==> config.mk <==
export PLATFORM = sky130hd
export DESIGN_NAME = xif_outstanding_bridge
export DESIGN_NICKNAME = d
export VERILOG_FILES = /design/src/rtl/xif_bridge_pkg.sv /design/src/rtl/xif_result_fifo.sv /design/src/rtl/xif_outstanding_bridge.sv
export SDC_FILE = /design/constraint.sdc
export NUM_CORES = 1
export LEC_CHECK = 0
export BUFFER_PORTS_ARGS = -buffer_cell sky130_fd_sc_hd__buf_2
export CORE_MARGIN = 3
export CORE_UTILIZATION = 47
export CTS_CLUSTER_DIAMETER = 50
export CTS_CLUSTER_SIZE = 10
export DETAILED_ROUTE_END_ITERATION = 12
export GPL_TIMING_DRIVEN = 0
export PLACE_DENSITY = 0.89
export REMOVE_ABC_BUFFERS = 1
export SLEW_MARGIN = 20
export SYNTH_ARGS = -nofsm -noshare
export SYNTH_HDL_FRONTEND = slang
export SYNTH_HIERARCHICAL = 1
export SYNTH_SLANG_ARGS = --single-unit
==> constraint.sdc <==
create_clock -name clk_i -period 3.94 [get_ports clk_i]
set_input_delay 0.394 -clock clk_i [delete_from_list [all_inputs] [get_ports clk_i]]
set_output_delay 0.394 -clock clk_i [all_outputs]
set_load 0.1 [all_outputs]
==> src/rtl/xif_bridge_pkg.sv <==
// Shared types and width helpers for the CORE-V-XIF outstanding bridge.
package xif_bridge_pkg;

  localparam int unsigned XIF_ID_W   = 4;
  localparam int unsigned XIF_DATA_W = 32;
  localparam int unsigned XIF_RD_W   = 5;

  typedef struct packed {
    logic                valid;
    logic [XIF_ID_W-1:0] id;
    logic                writeback;
    logic                committed;
  } xif_entry_t;

  typedef struct packed {
    logic [XIF_ID_W-1:0]   id;
    logic [XIF_DATA_W-1:0] data;
    logic [XIF_RD_W-1:0]   rd;
    logic                  we;
  } xif_result_t;

  // Index width that stays legal for a single-entry structure.
  function automatic int unsigned idx_w(input int unsigned depth);
    return (depth > 1) ? $clog2(depth) : 1;
  endfunction

endpackage

==> src/rtl/xif_result_fifo.sv <==
// Registered result FIFO; a pop in a full cycle never frees room for a same-cycle push.
module xif_result_fifo
  import xif_bridge_pkg::*;
#(
  parameter int unsigned DEPTH = 2
) (
  input  logic        clk_i,
  input  logic        rst_i,
  input  logic        push_i,
  input  xif_result_t data_i,
  input  logic        pop_i,
  output xif_result_t data_o,
  output logic        full_o,
  output logic        empty_o
);

  localparam int unsigned PW = idx_w(DEPTH);
  localparam int unsigned CW = $clog2(DEPTH + 1);

  xif_result_t     mem_q [DEPTH];
  logic [PW-1:0]   wr_q, wr_d, rd_q, rd_d;
  logic [CW-1:0]   cnt_q, cnt_d;
  logic            do_push, do_pop;

  function automatic logic [PW-1:0] ptr_inc(input logic [PW-1:0] p);
    return (p == PW'(DEPTH - 1)) ? '0 : p + PW'(1);
  endfunction

  assign full_o  = (cnt_q == CW'(DEPTH));
  assign empty_o = (cnt_q == '0);
  assign do_push = push_i && !full_o;
  assign do_pop  = pop_i && !empty_o;
  assign data_o  = mem_q[rd_q];

  always_comb begin
    wr_d  = do_push ? ptr_inc(wr_q) : wr_q;
    rd_d  = do_pop ? ptr_inc(rd_q) : rd_q;
    cnt_d = cnt_q;
    if (do_push && !do_pop) cnt_d = cnt_q + CW'(1);
    else if (!do_push && do_pop) cnt_d = cnt_q - CW'(1);
  end

  always_ff @(posedge clk_i) begin
    if (rst_i) begin
      wr_q  <= '0;
      rd_q  <= '0;
      cnt_q <= '0;
    end else begin
      wr_q  <= wr_d;
      rd_q  <= rd_d;
      cnt_q <= cnt_d;
    end
  end

  always_ff @(posedge clk_i) begin
    if (do_push) mem_q[wr_q] <= data_i;
  end

endmodule

==> src/rtl/xif_outstanding_bridge.sv <==
// CORE-V-XIF bridge tracking up to MAX_OUTSTANDING offloaded instructions,
// with registered commit forwarding and a buffered result path.
module xif_outstanding_bridge
  import xif_bridge_pkg::*;
#(
  parameter int unsigned ID_WIDTH        = XIF_ID_W,
  parameter int unsigned MAX_OUTSTANDING = 4,
  parameter int unsigned RESULT_DEPTH    = 2,
  parameter int unsigned NUM_RS          = 2,
  parameter int unsigned DATA_W          = XIF_DATA_W
) (
  input  logic                                 clk_i,
  input  logic                                 rst_i,
  input  logic                                 core_issue_valid_i,
  output logic                                 core_issue_ready_o,
  input  logic [31:0]                          core_issue_instr_i,
  input  logic [ID_WIDTH-1:0]                  core_issue_id_i,
  input  logic [NUM_RS*DATA_W-1:0]             core_rs_i,
  input  logic [NUM_RS-1:0]                    core_rs_valid_i,
  output logic                                 core_issue_accept_o,
  output logic                                 core_issue_writeback_o,
  input  logic                                 core_commit_valid_i,
  input  logic [ID_WIDTH-1:0]                  core_commit_id_i,
  input  logic                                 core_commit_kill_i,
  output logic                                 core_result_valid_o,
  input  logic                                 core_result_ready_i,
  output logic [ID_WIDTH-1:0]                  core_result_id_o,
  output logic [DATA_W-1:0]                    core_result_data_o,
  output logic [4:0]                           core_result_rd_o,
  output logic                                 core_result_we_o,
  output logic                                 cop_issue_valid_o,
  input  logic                                 cop_issue_ready_i,
  output logic [31:0]                          cop_issue_instr_o,
  output logic [ID_WIDTH-1:0]                  cop_issue_id_o,
  output logic [NUM_RS*DATA_W-1:0]             cop_rs_o,
  output logic [NUM_RS-1:0]                    cop_rs_valid_o,
  input  logic                                 cop_issue_accept_i,
  input  logic                                 cop_issue_writeback_i,
  input  logic [NUM_RS-1:0]                    cop_issue_register_read_i,
  output logic                                 cop_commit_valid_o,
  output logic [ID_WIDTH-1:0]                  cop_commit_id_o,
  output logic                                 cop_commit_kill_o,
  input  logic                                 cop_result_valid_i,
  output logic                                 cop_result_ready_o,
  input  logic [ID_WIDTH-1:0]                  cop_result_id_i,
  input  logic [DATA_W-1:0]                    cop_result_data_i,
  input  logic [4:0]                           cop_result_rd_i,
  input  logic                                 cop_result_we_i,
  output logic [$clog2(MAX_OUTSTANDING+1)-1:0] outstanding_o,
  output logic                                 err_o
);

  localparam int unsigned CNT_W = $clog2(MAX_OUTSTANDING + 1);
  localparam int unsigned IDX_W = idx_w(MAX_OUTSTANDING);

  xif_entry_t          tbl_q [MAX_OUTSTANDING];
  xif_entry_t          tbl_d [MAX_OUTSTANDING];
  logic                err_q, err_d;
  logic                cmt_valid_q, cmt_kill_q;
  logic [ID_WIDTH-1:0] cmt_id_q;

  logic                full, id_in_use, free_found, cm_hit, rs_hit, rs_ok;
  logic [IDX_W-1:0]    free_idx, cm_idx, rs_idx;
  logic [CNT_W-1:0]    cnt;
  logic                gate, alloc, res_hs, fifo_push, fifo_full, fifo_empty;
  xif_result_t         fifo_in, fifo_out;

  // Table lookups on current-cycle state only; IDs in the table are unique.
  always_comb begin
    full       = 1'b1;
    id_in_use  = 1'b0;
    free_found = 1'b0;
    free_idx   = '0;
    cm_hit     = 1'b0;
    cm_idx     = '0;
    rs_hit     = 1'b0;
    rs_idx     = '0;
    cnt        = '0;
    for (int unsigned i = 0; i < MAX_OUTSTANDING; i++) begin
      if (tbl_q[i].valid) begin
        cnt = cnt + CNT_W'(1);
        if (tbl_q[i].id == core_issue_id_i) id_in_use = 1'b1;
        if (!cm_hit && tbl_q[i].id == core_commit_id_i) begin
          cm_hit = 1'b1;
          cm_idx = IDX_W'(i);
        end
        if (!rs_hit && tbl_q[i].id == cop_result_id_i) begin
          rs_hit = 1'b1;
          rs_idx = IDX_W'(i);
        end
      end else begin
        full = 1'b0;
        if (!free_found) begin
          free_found = 1'b1;
          free_idx   = IDX_W'(i);
        end
      end
    end
  end

  assign rs_ok = rs_hit && tbl_q[rs_idx].committed && tbl_q[rs_idx].writeback;

  assign gate                   = !full && !id_in_use &&
                                  (&(core_rs_valid_i | ~cop_issue_register_read_i));
  assign cop_issue_valid_o      = core_issue_valid_i && !full && !id_in_use;
  assign core_issue_ready_o     = cop_issue_ready_i && gate;
  assign cop_issue_instr_o      = core_issue_instr_i;
  assign cop_issue_id_o         = core_issue_id_i;
  assign cop_rs_o               = core_rs_i;
  assign cop_rs_valid_o         = core_rs_valid_i;
  assign core_issue_accept_o    = cop_issue_accept_i;
  assign core_issue_writeback_o = cop_issue_writeback_i;

  assign alloc              = core_issue_valid_i && core_issue_ready_o && cop_issue_accept_i;
  assign cop_result_ready_o = !fifo_full;
  assign res_hs             = cop_result_valid_i && cop_result_ready_o;
  assign fifo_push          = res_hs && rs_ok;

  // Allocation targets a free slot while commit/result touch valid slots, so all apply together.
  always_comb begin
    tbl_d = tbl_q;
    if (alloc) begin
      tbl_d[free_idx].valid     = 1'b1;
      tbl_d[free_idx].id        = core_issue_id_i;
      tbl_d[free_idx].writeback = cop_issue_writeback_i;
      tbl_d[free_idx].committed = 1'b0;
    end
    if (core_commit_valid_i && cm_hit) begin
      if (core_commit_kill_i || !tbl_q[cm_idx].writeback) tbl_d[cm_idx] = '0;
      else tbl_d[cm_idx].committed = 1'b1;
    end
    if (fifo_push) tbl_d[rs_idx] = '0;
  end

  assign err_d = err_q || (core_commit_valid_i && !cm_hit) || (res_hs && !rs_ok);

  always_ff @(posedge clk_i) begin
    if (rst_i) begin
      tbl_q       <= '{default: '0};
      err_q       <= 1'b0;
      cmt_valid_q <= 1'b0;
      cmt_id_q    <= '0;
      cmt_kill_q  <= 1'b0;
    end else begin
      tbl_q       <= tbl_d;
      err_q       <= err_d;
      cmt_valid_q <= core_commit_valid_i;
      cmt_id_q    <= core_commit_valid_i ? core_commit_id_i : '0;
      cmt_kill_q  <= core_commit_valid_i && core_commit_kill_i;
    end
  end

  assign fifo_in = '{id: cop_result_id_i, data: cop_result_data_i,
                     rd: cop_result_rd_i, we: cop_result_we_i};

  xif_result_fifo #(
    .DEPTH (RESULT_DEPTH)
  ) u_result_fifo (
    .clk_i   (clk_i),
    .rst_i   (rst_i),
    .push_i  (fifo_push),
    .data_i  (fifo_in),
    .pop_i   (core_result_ready_i),
    .data_o  (fifo_out),
    .full_o  (fifo_full),
    .empty_o (fifo_empty)
  );

  assign core_result_valid_o = !fifo_empty;
  assign core_result_id_o    = fifo_out.id;
  assign core_result_data_o  = fifo_out.data;
  assign core_result_rd_o    = fifo_out.rd;
  assign core_result_we_o    = fifo_out.we;

  assign cop_commit_valid_o = cmt_valid_q;
  assign cop_commit_id_o    = cmt_id_q;
  assign cop_commit_kill_o  = cmt_kill_q;
  assign outstanding_o      = cnt;
  assign err_o              = err_q;

endmodule

==> results of run 1 <==
==> cell usage in the layout (no fill, tap or decap), types with 3 or more instances in the layout <==
master                      Yosys  final
sky130_fd_sc_hd__o21ai_0        3      3
sky130_fd_sc_hd__xnor2_1       21     21
sky130_fd_sc_hd__buf_2         13    127
sky130_fd_sc_hd__nand2_1       10     10
sky130_fd_sc_hd__a21oi_1        7      7
sky130_fd_sc_hd__clkbuf_16      0     17
sky130_fd_sc_hd__mux2i_1       21     21
sky130_fd_sc_hd__mux2_2        43     43
sky130_fd_sc_hd__nand2b_1       4      4
sky130_fd_sc_hd__nor2b_1        3      3
sky130_fd_sc_hd__nor3_2         3      3
sky130_fd_sc_hd__xor2_1        27     27
sky130_fd_sc_hd__and2_1         4      3
sky130_fd_sc_hd__dfxtp_1       40     39
sky130_fd_sc_hd__or3_1          3      3
sky130_fd_sc_hd__nor4b_1        3      3
sky130_fd_sc_hd__nand3_1       13     13
sky130_fd_sc_hd__nand4_1        3      3
sky130_fd_sc_hd__a21oi_2        5      5
sky130_fd_sc_hd__ha_1           5      5
sky130_fd_sc_hd__edfxtp_1      84     84
sky130_fd_sc_hd__and3_1         9      9
sky130_fd_sc_hd__nor3_4         3      3
sky130_fd_sc_hd__inv_6          0      3
sky130_fd_sc_hd__nor3_1        28     28
sky130_fd_sc_hd__clkinv_4       0      5
sky130_fd_sc_hd__nor2_1        18     18
sky130_fd_sc_hd__a31oi_1        4      4
sky130_fd_sc_hd__inv_1         15     14
==> worst max-delay path, cell delays in order, from the launching register on <==
cell	delay (ns)
sky130_fd_sc_hd__dfxtp_1	0.52
sky130_fd_sc_hd__inv_4	0.11
sky130_fd_sc_hd__a2111oi_4	0.46
sky130_fd_sc_hd__and2_1	0.25
sky130_fd_sc_hd__o311ai_0	0.14
sky130_fd_sc_hd__a221oi_1	0.41
sky130_fd_sc_hd__nor2_1	0.07
sky130_fd_sc_hd__nor3_1	0.24
sky130_fd_sc_hd__inv_1	0.11
sky130_fd_sc_hd__or3_1	0.39
sky130_fd_sc_hd__inv_2	0.17
sky130_fd_sc_hd__buf_12	0.25
==> per-layer routing <==
| metal | part of all wire | GRT usage | up-vias | wire (microns) |
|---|---|---|---|---|
| met3 | 0.18 | 0.287 | 100 | 4980 |
| met1 | 0.27 | 0.284 | 2172 | 7480 |
| met2 | 0.44 | 0.540 | 398 | 12200 |
| li1 | - | - | 1887 | - |
| met4 | 0.11 | 0.300 | 6 | 2960 |
| met5 | 0.0094 | 0.128 | - | 263 |
==> final cells by class <==
type                    count  area [sq um]
clock buffers              17           425
fillers                  1131          6210
well taps                 176           220
flip-flops and latches    124          3320
repair buffers            130           703
clock inverters            15           165
inverters                  17          66.3
multi-input cells         275          2280
==> power groups by stage <==
stage / clock [mW] / combinational [mW] / sequential (mW)
finish: 1.55 / 0.208 / 1.40
global route: 1.62 / 0.218 / 1.40
CTS: 1.56 / 0.207 / 1.40
detailed placement: 0 / 0.205 / 1.43
global placement: 0 / 0.197 / 1.43
floorplan: 0 / 0.0684 / 1.45
==> logic make-up (layout without fill, tap and decap cells) <==
| kind of cell | Yosys count | in the layout | share of synthesized area |
|---|---|---|---|
| buffers and inverters | 137 | 179 | 0.142 |
| xor gates and xnor gates | 48 | 48 | 0.0643 |
| AOI/OAI and AO/OA | 44 | 44 | 0.0645 |
| DFF | 124 | 124 | 0.508 |
| and+or+nand+nor | 114 | 114 | 0.105 |
| adders and majority gates | 5 | 5 | 0.00957 |
| muxes | 64 | 64 | 0.106 |
==> path summary, 6_finish.rpt <==
path	startpoint	to	slack, ns	cells past startpoint
max	tbl_q[13]	u_result_fifo/mem_q[0][39]	0.46	11
min	cop_result_data_i[9]	u_result_fifo/mem_q[0][15]	0.16	1
max reg2reg	tbl_q[13]	u_result_fifo/mem_q[0][39]	0.46	11
min reg2reg	tbl_q[14]	tbl_q[14]	0.48	2
==> flip-flops by register name, summed over array words and instances, names as in the netlist, named ones only <==
name                 count
u_result_fifo/rd_q       1
tbl_q                   28
cop_commit_valid_o       1
u_result_fifo/cnt_q      2
u_result_fifo/wr_q       1
cop_commit_kill_o        1
u_result_fifo/mem_q     84
err_o                    1
cop_commit_id_o          4
==> cells in the mapped netlist (4+ instances only) <==
| cell | count | area [sq um] |
|---|---|---|
| sky130_fd_sc_hd__a21oi_1 | 7 | 35.0 |
| sky130_fd_sc_hd__buf_4 | 104 | 781 |
| sky130_fd_sc_hd__edfxtp_1 | 84 | 2520 |
| sky130_fd_sc_hd__a31oi_1 | 4 | 25.0 |
| sky130_fd_sc_hd__nor2_1 | 18 | 67.6 |
| sky130_fd_sc_hd__nand3_1 | 13 | 65.1 |
| sky130_fd_sc_hd__xor2_1 | 27 | 236 |
| sky130_fd_sc_hd__buf_2 | 13 | 65.1 |
| sky130_fd_sc_hd__nand2b_1 | 4 | 25.0 |
| sky130_fd_sc_hd__inv_1 | 15 | 56.3 |
| sky130_fd_sc_hd__mux2_2 | 43 | 484 |
| sky130_fd_sc_hd__mux2i_1 | 21 | 210 |
| sky130_fd_sc_hd__and2_1 | 4 | 25.0 |
| sky130_fd_sc_hd__nand2_1 | 10 | 37.5 |
| sky130_fd_sc_hd__dfxtp_1 | 40 | 801 |
| sky130_fd_sc_hd__and3_1 | 9 | 56.3 |
| sky130_fd_sc_hd__nor3_1 | 28 | 140 |
| sky130_fd_sc_hd__ha_1 | 5 | 62.6 |
| sky130_fd_sc_hd__xnor2_1 | 21 | 184 |
| sky130_fd_sc_hd__a21oi_2 | 5 | 43.8 |
==> flow_summary.html, run 1 <==
<table>
<tr><th>Metric</th><th>Value</th></tr>
<tr><th colspan="2">Place</th></tr>
<tr><td>Post-place instance area</td><td>around 6600 sq um</td></tr>
<tr><td>Count of input and output buffers</td><td>about 130</td></tr>
<tr><td>Cell Count Post-Placement</td><td>722</td></tr>
<tr><td>Sum of net half-perimeters after detailed placement</td><td>23,600 microns</td></tr>
<tr><td>Global placement routability congestion</td><td>0.948</td></tr>
<tr><td>Pre-CTS setup slack</td><td>0.267 ns</td></tr>
<tr><th colspan="2">Route</th></tr>
<tr><td>Routed len/inst</td><td>37.0 microns</td></tr>
<tr><td>Total length of routed wires</td><td>27,900 microns</td></tr>
<tr><td>Detail Route Antenna Nets</td><td>0</td></tr>
<tr><td>Number of violations reported at the end of detailed-routing iteration 0</td><td>slightly above 400</td></tr>
<tr><td>Total iterations of the first detailed-routing run</td><td>5</td></tr>
<tr><td>Via total after detailed routing</td><td>4,563</td></tr>
<tr><td>Number of remaining DRC errors</td><td>0</td></tr>
<tr><td>Average vias per placed instance</td><td>a little over 6</td></tr>
<tr><th colspan="2">Final layout</th></tr>
<tr><td>Post-layout net count</td><td>730</td></tr>
<tr><td>Area overhead of the layout relative to synthesis</td><td>9.99%</td></tr>
<tr><td>Total non-filler cell area in the finished layout</td><td>7190 sq um</td></tr>
<tr><td>Non-Filler Instances</td><td>754</td></tr>
<tr><td>Final core utilization</td><td>0.537</td></tr>
<tr><td>Count of antenna diodes in the layout</td><td>0</td></tr>
<tr><td>Layout cells sized above 1</td><td>0.403</td></tr>
<tr><th colspan="2">STA</th></tr>
<tr><td>Number of endpoints failing setup at the final stage</td><td>0</td></tr>
<tr><td>Final period demand of the worst path</td><td>3.48 ns</td></tr>
<tr><td>Slew at the pin closest to its max-slew limit</td><td>0.868 ns</td></tr>
<tr><td>Setup WS post-layout</td><td>0.464 ns</td></tr>
<tr><td>Period Utilization, post-route</td><td>0.882</td></tr>
<tr><td>Slew HR</td><td>0.417</td></tr>
<tr><td>Number of failing hold endpoints at the final stage</td><td>0</td></tr>
<tr><td>Number of max-slew violations in the final report</td><td>0</td></tr>
<tr><td>Sum of negative setup slack</td><td>0 ns</td></tr>
<tr><td>RSZ-0062 raised after global routing</td><td>no</td></tr>
<tr><td>Worst Hold Margin</td><td>0.164 ns</td></tr>
<tr><td>F_max</td><td>288 MHz</td></tr>
<tr><td>Maximum clock skew at final layout</td><td>approximately 0.013 ns</td></tr>
<tr><th colspan="2">Yosys</th></tr>
<tr><td>Synthesis-stage register bit count</td><td>roughly 120</td></tr>
<tr><td>Seq/Total Area, Yosys</td><td>0.508</td></tr>
<tr><td>Primary FF master, synth</td><td>sky130_fd_sc_hd__edfxtp_1</td></tr>
<tr><td>Synth Warn #</td><td>6</td></tr>
<tr><td>Synth async-reset ratio</td><td>0</td></tr>
<tr><td>Number of synthesized flops with an enable pin</td><td>84</td></tr>
<tr><td>Post-Synthesis Cells</td><td>536</td></tr>
<tr><td>Unique masters post-synth</td><td>62</td></tr>
<tr><td>Post-Synthesis Mean Instance Area</td><td>about 12 sq um</td></tr>
<tr><td>Syn Std Cell Area</td><td>6540 sq um</td></tr>
<tr><th colspan="2">Worst setup path</th></tr>
<tr><td>Data required time of the worst path</td><td>4.03 ns</td></tr>
<tr><td>Critical Path Fanout Max</td><td>37</td></tr>
<tr><td>Critical Path AT</td><td>3.57 ns</td></tr>
<tr><td>Kind of end point of the critical path</td><td>register</td></tr>
<tr><td>Category of the most critical setup path</td><td>register to register</td></tr>
<tr><td>Crit start category</td><td>register</td></tr>
<tr><th colspan="2">Floorplan</th></tr>
<tr><td>Initial core utilization</td><td>0.488</td></tr>
<tr><td>Die Height</td><td>124 microns</td></tr>
<tr><td>Die span in x</td><td>124 microns</td></tr>
<tr><td>Core region area</td><td>13,400 sq um</td></tr>
<tr><td>Row count</td><td>42</td></tr>
<tr><td>Number of placed I/O pins</td><td>320</td></tr>
<tr><td>Die area</td><td>15,400 sq um</td></tr>
<tr><th colspan="2">Power</th></tr>
<tr><td>Power density relative to cell area</td><td>439 nW/um^2</td></tr>
<tr><td>Power Internal</td><td>2.39 mW</td></tr>
<tr><td>Switching share of total power</td><td>0.242</td></tr>
<tr><td>Leakage component of the power</td><td>2.87 nW</td></tr>
<tr><td>Part of the total power dissipated in sequential elements</td><td>0.443</td></tr>
<tr><td>Worst voltage drop across the vdd grid</td><td>between 300 and 400 uV</td></tr>
<tr><td>Sw power</td><td>763 uW</td></tr>
<tr><td>Share of total power in combinational logic</td><td>0.066</td></tr>
<tr><td>Relative contribution of the clock network to total power</td><td>0.491</td></tr>
<tr><td>Post-layout power</td><td>between 3 and 4 mW</td></tr>
<tr><th colspan="2">CTS</th></tr>
<tr><td>Setup Buffers After CTS</td><td>0</td></tr>
<tr><td>Clock transition at the registers of the reported paths</td><td>0.06 ns</td></tr>
<tr><td>Number of H-tree levels</td><td>4</td></tr>
<tr><td>Clk_lat worst skew</td><td>0.42 ns</td></tr>
<tr><td>Bufs on Longest Clock Path</td><td>2</td></tr>
<tr><td>Clock sinks</td><td>124</td></tr>
<tr><td>Number of instances resized during post-cts repair</td><td>0</td></tr>
<tr><td>Clock tree from TritonCTS</td><td>done</td></tr>
<tr><td>Cts bufs inserted</td><td>17</td></tr>
<tr><td>Number of buffers added to fix hold violations after cts</td><td>0</td></tr>
<tr><td>CTS root buffer</td><td>sky130_fd_sc_hd__clkbuf_16</td></tr>
<tr><th colspan="2">Global route</th></tr>
<tr><td>Initial antenna violation count</td><td>0</td></tr>
<tr><td>Tot GR Track Use</td><td>0.356</td></tr>
<tr><td>Via count of the first global-routing pass</td><td>approximately 4,300</td></tr>
<tr><td>Global-route wire length before repair</td><td>35,300 microns</td></tr>
<tr><td>Pin count of the biggest net entering global routing</td><td>38</td></tr>
<tr><td>Global-route congestion overflow total</td><td>0</td></tr>
<tr><th colspan="2">Run</th></tr>
<tr><td>Max_cap viols</td><td>0</td></tr>
<tr><th colspan="2">Min path</th></tr>
<tr><td>Hold Path Class</td><td>primary input to register</td></tr>
<tr><th colspan="2">Run status</th></tr>
<tr><td>Status</td><td>complete, no violations</td></tr>
</table>
Power figures use the tool's default switching activity.
==> run 2: changes to the inputs <==
--- a/config.mk
+++ b/config.mk
@@ -7,11 +7,10 @@
 export LEC_CHECK = 0
 export BUFFER_PORTS_ARGS = -buffer_cell sky130_fd_sc_hd__buf_2
-export CORE_MARGIN = 3
-export CORE_UTILIZATION = 47
+export CORE_UTILIZATION = 30
 export CTS_CLUSTER_DIAMETER = 50
 export CTS_CLUSTER_SIZE = 10
 export DETAILED_ROUTE_END_ITERATION = 12
 export GPL_TIMING_DRIVEN = 0
-export PLACE_DENSITY = 0.89
+export PLACE_DENSITY = 0.64
 export REMOVE_ABC_BUFFERS = 1
 export SLEW_MARGIN = 20
==> constraint.sdc (replaced) <==
create_clock -name clk_i -period 3.94 [get_ports clk_i]
set_input_delay 0.197 -clock clk_i [delete_from_list [all_inputs] [get_ports clk_i]]
set_output_delay 0.197 -clock clk_i [all_outputs]
set_load 0.1 [all_outputs]
==> flow_summary.html, run 2 (synthesized netlist as in run 1, its figures left out) <==
<table>
<tr><th>Metric</th><th>Value</th></tr>
<tr><th colspan="2">CTS</th></tr>
<tr><td>Clock sinks</td><td>approximately 120</td></tr>
<tr><td>Clock tree from TritonCTS</td><td>done</td></tr>
<tr><td>Clock transition at the registers of the reported paths</td><td>about 0.060 ns</td></tr>
<tr><td>Bufs on Longest Clock Path</td><td>2</td></tr>
<tr><td>Clk_lat worst skew</td><td>roughly 0.42 ns</td></tr>
<tr><td>Cts bufs inserted</td><td>17</td></tr>
<tr><td>CTS root buffer</td><td>sky130_fd_sc_hd__clkbuf_16</td></tr>
<tr><td>Number of H-tree levels</td><td>4</td></tr>
<tr><td>Setup Buffers After CTS</td><td>0</td></tr>
<tr><th colspan="2">Global route</th></tr>
<tr><td>Via count of the first global-routing pass</td><td>4,420</td></tr>
<tr><td>Global-route wire length before repair</td><td>37,700 microns</td></tr>
<tr><td>Global-route congestion overflow total</td><td>0</td></tr>
<tr><td>Tot GR Track Use</td><td>0.255</td></tr>
<tr><td>Initial antenna violation count</td><td>0</td></tr>
<tr><td>Pin count of the biggest net entering global routing</td><td>29</td></tr>
<tr><th colspan="2">Worst setup path</th></tr>
<tr><td>Number of cells traversed by the worst register-to-register path</td><td>11</td></tr>
<tr><td>Data required time of the worst path</td><td>4.06 ns</td></tr>
<tr><td>Worst path depth</td><td>11</td></tr>
<tr><td>Category of the most critical setup path</td><td>register to register</td></tr>
<tr><td>Critical Path AT</td><td>3.61 ns</td></tr>
<tr><td>Most prevalent standard cell on the critical path</td><td>sky130_fd_sc_hd__inv_4</td></tr>
<tr><td>Maximum cell stage delay along the critical path</td><td>~0.52 ns</td></tr>
<tr><td>Critical-path cell with the highest stage delay</td><td>sky130_fd_sc_hd__dfxtp_1</td></tr>
<tr><td>Kind of end point of the critical path</td><td>register</td></tr>
<tr><td>Crit start category</td><td>register</td></tr>
<tr><td>CP delay by family, top</td><td>compound AO/OA/AOI/OAI gates</td></tr>
<tr><td>Critical Path Fanout Max</td><td>22</td></tr>
<tr><td>Worst Path Buf+Inv</td><td>4</td></tr>
<tr><td>Ordered list of cells on the worst path</td><td>inv_4, a2111oi_4, and2_1, o311ai_0, a221oi_1, nor2_1, nor3_1, inv_1, or3_1, inv_4, buf_16</td></tr>
<tr><th colspan="2">Floorplan</th></tr>
<tr><td>Row count</td><td>53</td></tr>
<tr><td>Initial core utilization</td><td>0.308</td></tr>
<tr><td>Number of placed I/O pins</td><td>between 300 and 400</td></tr>
<tr><td>Core region area</td><td>21,200 sq um</td></tr>
<tr><td>Die area</td><td>22,400 sq um</td></tr>
<tr><td>Die span in x</td><td>150 microns</td></tr>
<tr><td>Die Height</td><td>~150 microns</td></tr>
<tr><th colspan="2">Place</th></tr>
<tr><td>Pre-CTS setup slack</td><td>just over 0.3 ns</td></tr>
<tr><td>Global placement routability congestion</td><td>0.852</td></tr>
<tr><td>Count of input and output buffers</td><td>127</td></tr>
<tr><td>Post-place instance area</td><td>roughly 6700 sq um</td></tr>
<tr><td>Sum of net half-perimeters after detailed placement</td><td>22,500 microns</td></tr>
<tr><th colspan="2">Route</th></tr>
<tr><td>Detail Route Antenna Nets</td><td>0</td></tr>
<tr><td>Number of remaining DRC errors</td><td>0</td></tr>
<tr><td>Number of violations reported at the end of detailed-routing iteration 0</td><td>252</td></tr>
<tr><td>Via total after detailed routing</td><td>approximately 4,500</td></tr>
<tr><td>Total iterations of the first detailed-routing run</td><td>4</td></tr>
<tr><td>Routed len/inst</td><td>31.8 microns</td></tr>
<tr><td>Total length of routed wires</td><td>roughly 28,000 microns</td></tr>
<tr><td>Average vias per placed instance</td><td>5.10</td></tr>
<tr><th colspan="2">Final layout</th></tr>
<tr><td>Most common library cell in the layout ignoring fill and taps</td><td>sky130_fd_sc_hd__buf_2</td></tr>
<tr><td>Post-layout net count</td><td>768</td></tr>
<tr><td>Area overhead of the layout relative to synthesis</td><td>18.5%</td></tr>
<tr><td>Filler instances</td><td>just over 2,000</td></tr>
<tr><td>Total non-filler cell area in the finished layout</td><td>just under 8000 sq um</td></tr>
<tr><td>Highest-count cells in the layout ignoring fill and taps</td><td>sky130_fd_sc_hd__buf_2, sky130_fd_sc_hd__edfxtp_1, sky130_fd_sc_hd__mux2_2, sky130_fd_sc_hd__dfxtp_1, sky130_fd_sc_hd__dlygate4sd3_1</td></tr>
<tr><td>Count of antenna diodes in the layout</td><td>0</td></tr>
<tr><td>Layout cells sized above 1</td><td>0.378</td></tr>
<tr><td>Final core utilization</td><td>0.365</td></tr>
<tr><td>Largest register FFs</td><td>84</td></tr>
<tr><td>Register name with the most flops</td><td>u_result_fifo/mem_q</td></tr>
<tr><th colspan="2">STA</th></tr>
<tr><td>Number of failing hold endpoints at the final stage</td><td>0</td></tr>
<tr><td>Slew at the pin closest to its max-slew limit</td><td>0.980 ns</td></tr>
<tr><td>Setup WS post-layout</td><td>0.450 ns</td></tr>
<tr><td>RSZ-0062 raised after global routing</td><td>no</td></tr>
<tr><td>Final period demand of the worst path</td><td>3.49 ns</td></tr>
<tr><td>Worst Hold Margin</td><td>0.104 ns</td></tr>
<tr><td>Number of endpoints failing setup at the final stage</td><td>0</td></tr>
<tr><td>Maximum clock skew at final layout</td><td>0.0182 ns</td></tr>
<tr><td>Slew HR</td><td>0.341</td></tr>
<tr><td>Period Utilization, post-route</td><td>0.886</td></tr>
<tr><td>F_max</td><td>287 MHz</td></tr>
<tr><td>Number of max-slew violations in the final report</td><td>0</td></tr>
<tr><th colspan="2">Run</th></tr>
<tr><td>Max_cap viols</td><td>0</td></tr>
<tr><th colspan="2">Run status</th></tr>
<tr><td>Status</td><td>complete, no violations</td></tr>
<tr><th colspan="2">Power</th></tr>
<tr><td>Worst voltage drop across the vdd grid</td><td>179 uV</td></tr>
<tr><td>Leakage component of the power</td><td>3.05 nW</td></tr>
<tr><td>Power density relative to cell area</td><td>429 nW/um^2</td></tr>
<tr><th colspan="2">Min path</th></tr>
<tr><td>Hold Path Class</td><td>primary input to register</td></tr>
<tr><td>Hold-critical path depth</td><td>2</td></tr>
</table>
run 2: changes by cell type in the layout (fill, tap and decap cells not counted), sizes merged:
cell,previous run,this run
dlygate4sd3,0,38
clkinv,7,3
bufinv,2,4
inv,21,23
clkbuf,17,18
clkinvlp,2,1
run 2: worst paths after layout:
path / start / end / slack [ns]
min reg2reg: tbl_q[14] / tbl_q[14] / 0.49
max: tbl_q[13] / u_result_fifo/mem_q[0][41] / 0.45
max reg2reg: tbl_q[13] / u_result_fifo/mem_q[0][41] / 0.45
min: core_commit_kill_i / cop_commit_kill_o / 0.10
run 2: timing repair:
action | CTS | global route
hold endpoints to repair | 76 | 0
resized for setup | 0 | 2
setup endpoints to repair | 0 | 22
hold buffers | 38 | 0
run 2: cell type report:
type | instances | area, sq um | share of cell area
clock buffer | 18 | 429 | 0.0554
clock inverter | 14 | 206 | 0.0266
tap | 275 | 344 | 0.0444
inverter | 17 | 68.8 | 0.00888
sequential | 124 | 3320 | 0.429
timing repair buffer | 168 | 1090 | 0.141
multi-input combinational | 275 | 2280 | 0.295
run 2: layer usage:
| layer | global-route usage | share of wire | up-vias |
|---|---|---|---|
| met3 | 0.286 | 0.24 | 44 |
| met2 | 0.387 | 0.44 | 415 |
| li1 | - | - | 1960 |
| met4 | 0.0709 | 0.018 | 6 |
| met1 | 0.210 | 0.29 | 2117 |
| met5 | 0.109 | 0.0082 | - |
run 2: through the flow:
| step | setup TNS, ns | total power, mW | instances |
|---|---|---|---|
| floorplan | 0 | 1.52 | 416 |
| global placement | -38.71 | 1.63 | 818 |
| detailed placement | 0 | 1.63 | 821 |
| CTS | 0 | 3.36 | 891 |
| global route | 0 | 3.42 | 891 |
| finish | 0 | 3.33 | 891 |
run 2: where the power goes:
group / internal [mW] / switching (mW) / leakage (nW)
Clock: 1.07 / 0.619 / 0.307
Sequential: 1.39 / 0.00475 / 1.08
Combinational: 0.0821 / 0.155 / 1.67
run 2: worst register-to-register path: stages (launching register included):
cell and delay [ns]:
sky130_fd_sc_hd__dfxtp_1 0.52, sky130_fd_sc_hd__inv_4 0.12, sky130_fd_sc_hd__a2111oi_4 0.44, sky130_fd_sc_hd__and2_1 0.25, sky130_fd_sc_hd__o311ai_0 0.14, sky130_fd_sc_hd__a221oi_1 0.41, sky130_fd_sc_hd__nor2_1 0.07, sky130_fd_sc_hd__nor3_1 0.20
sky130_fd_sc_hd__inv_1 0.09, sky130_fd_sc_hd__or3_1 0.41, sky130_fd_sc_hd__inv_4 0.28, sky130_fd_sc_hd__buf_16 0.23
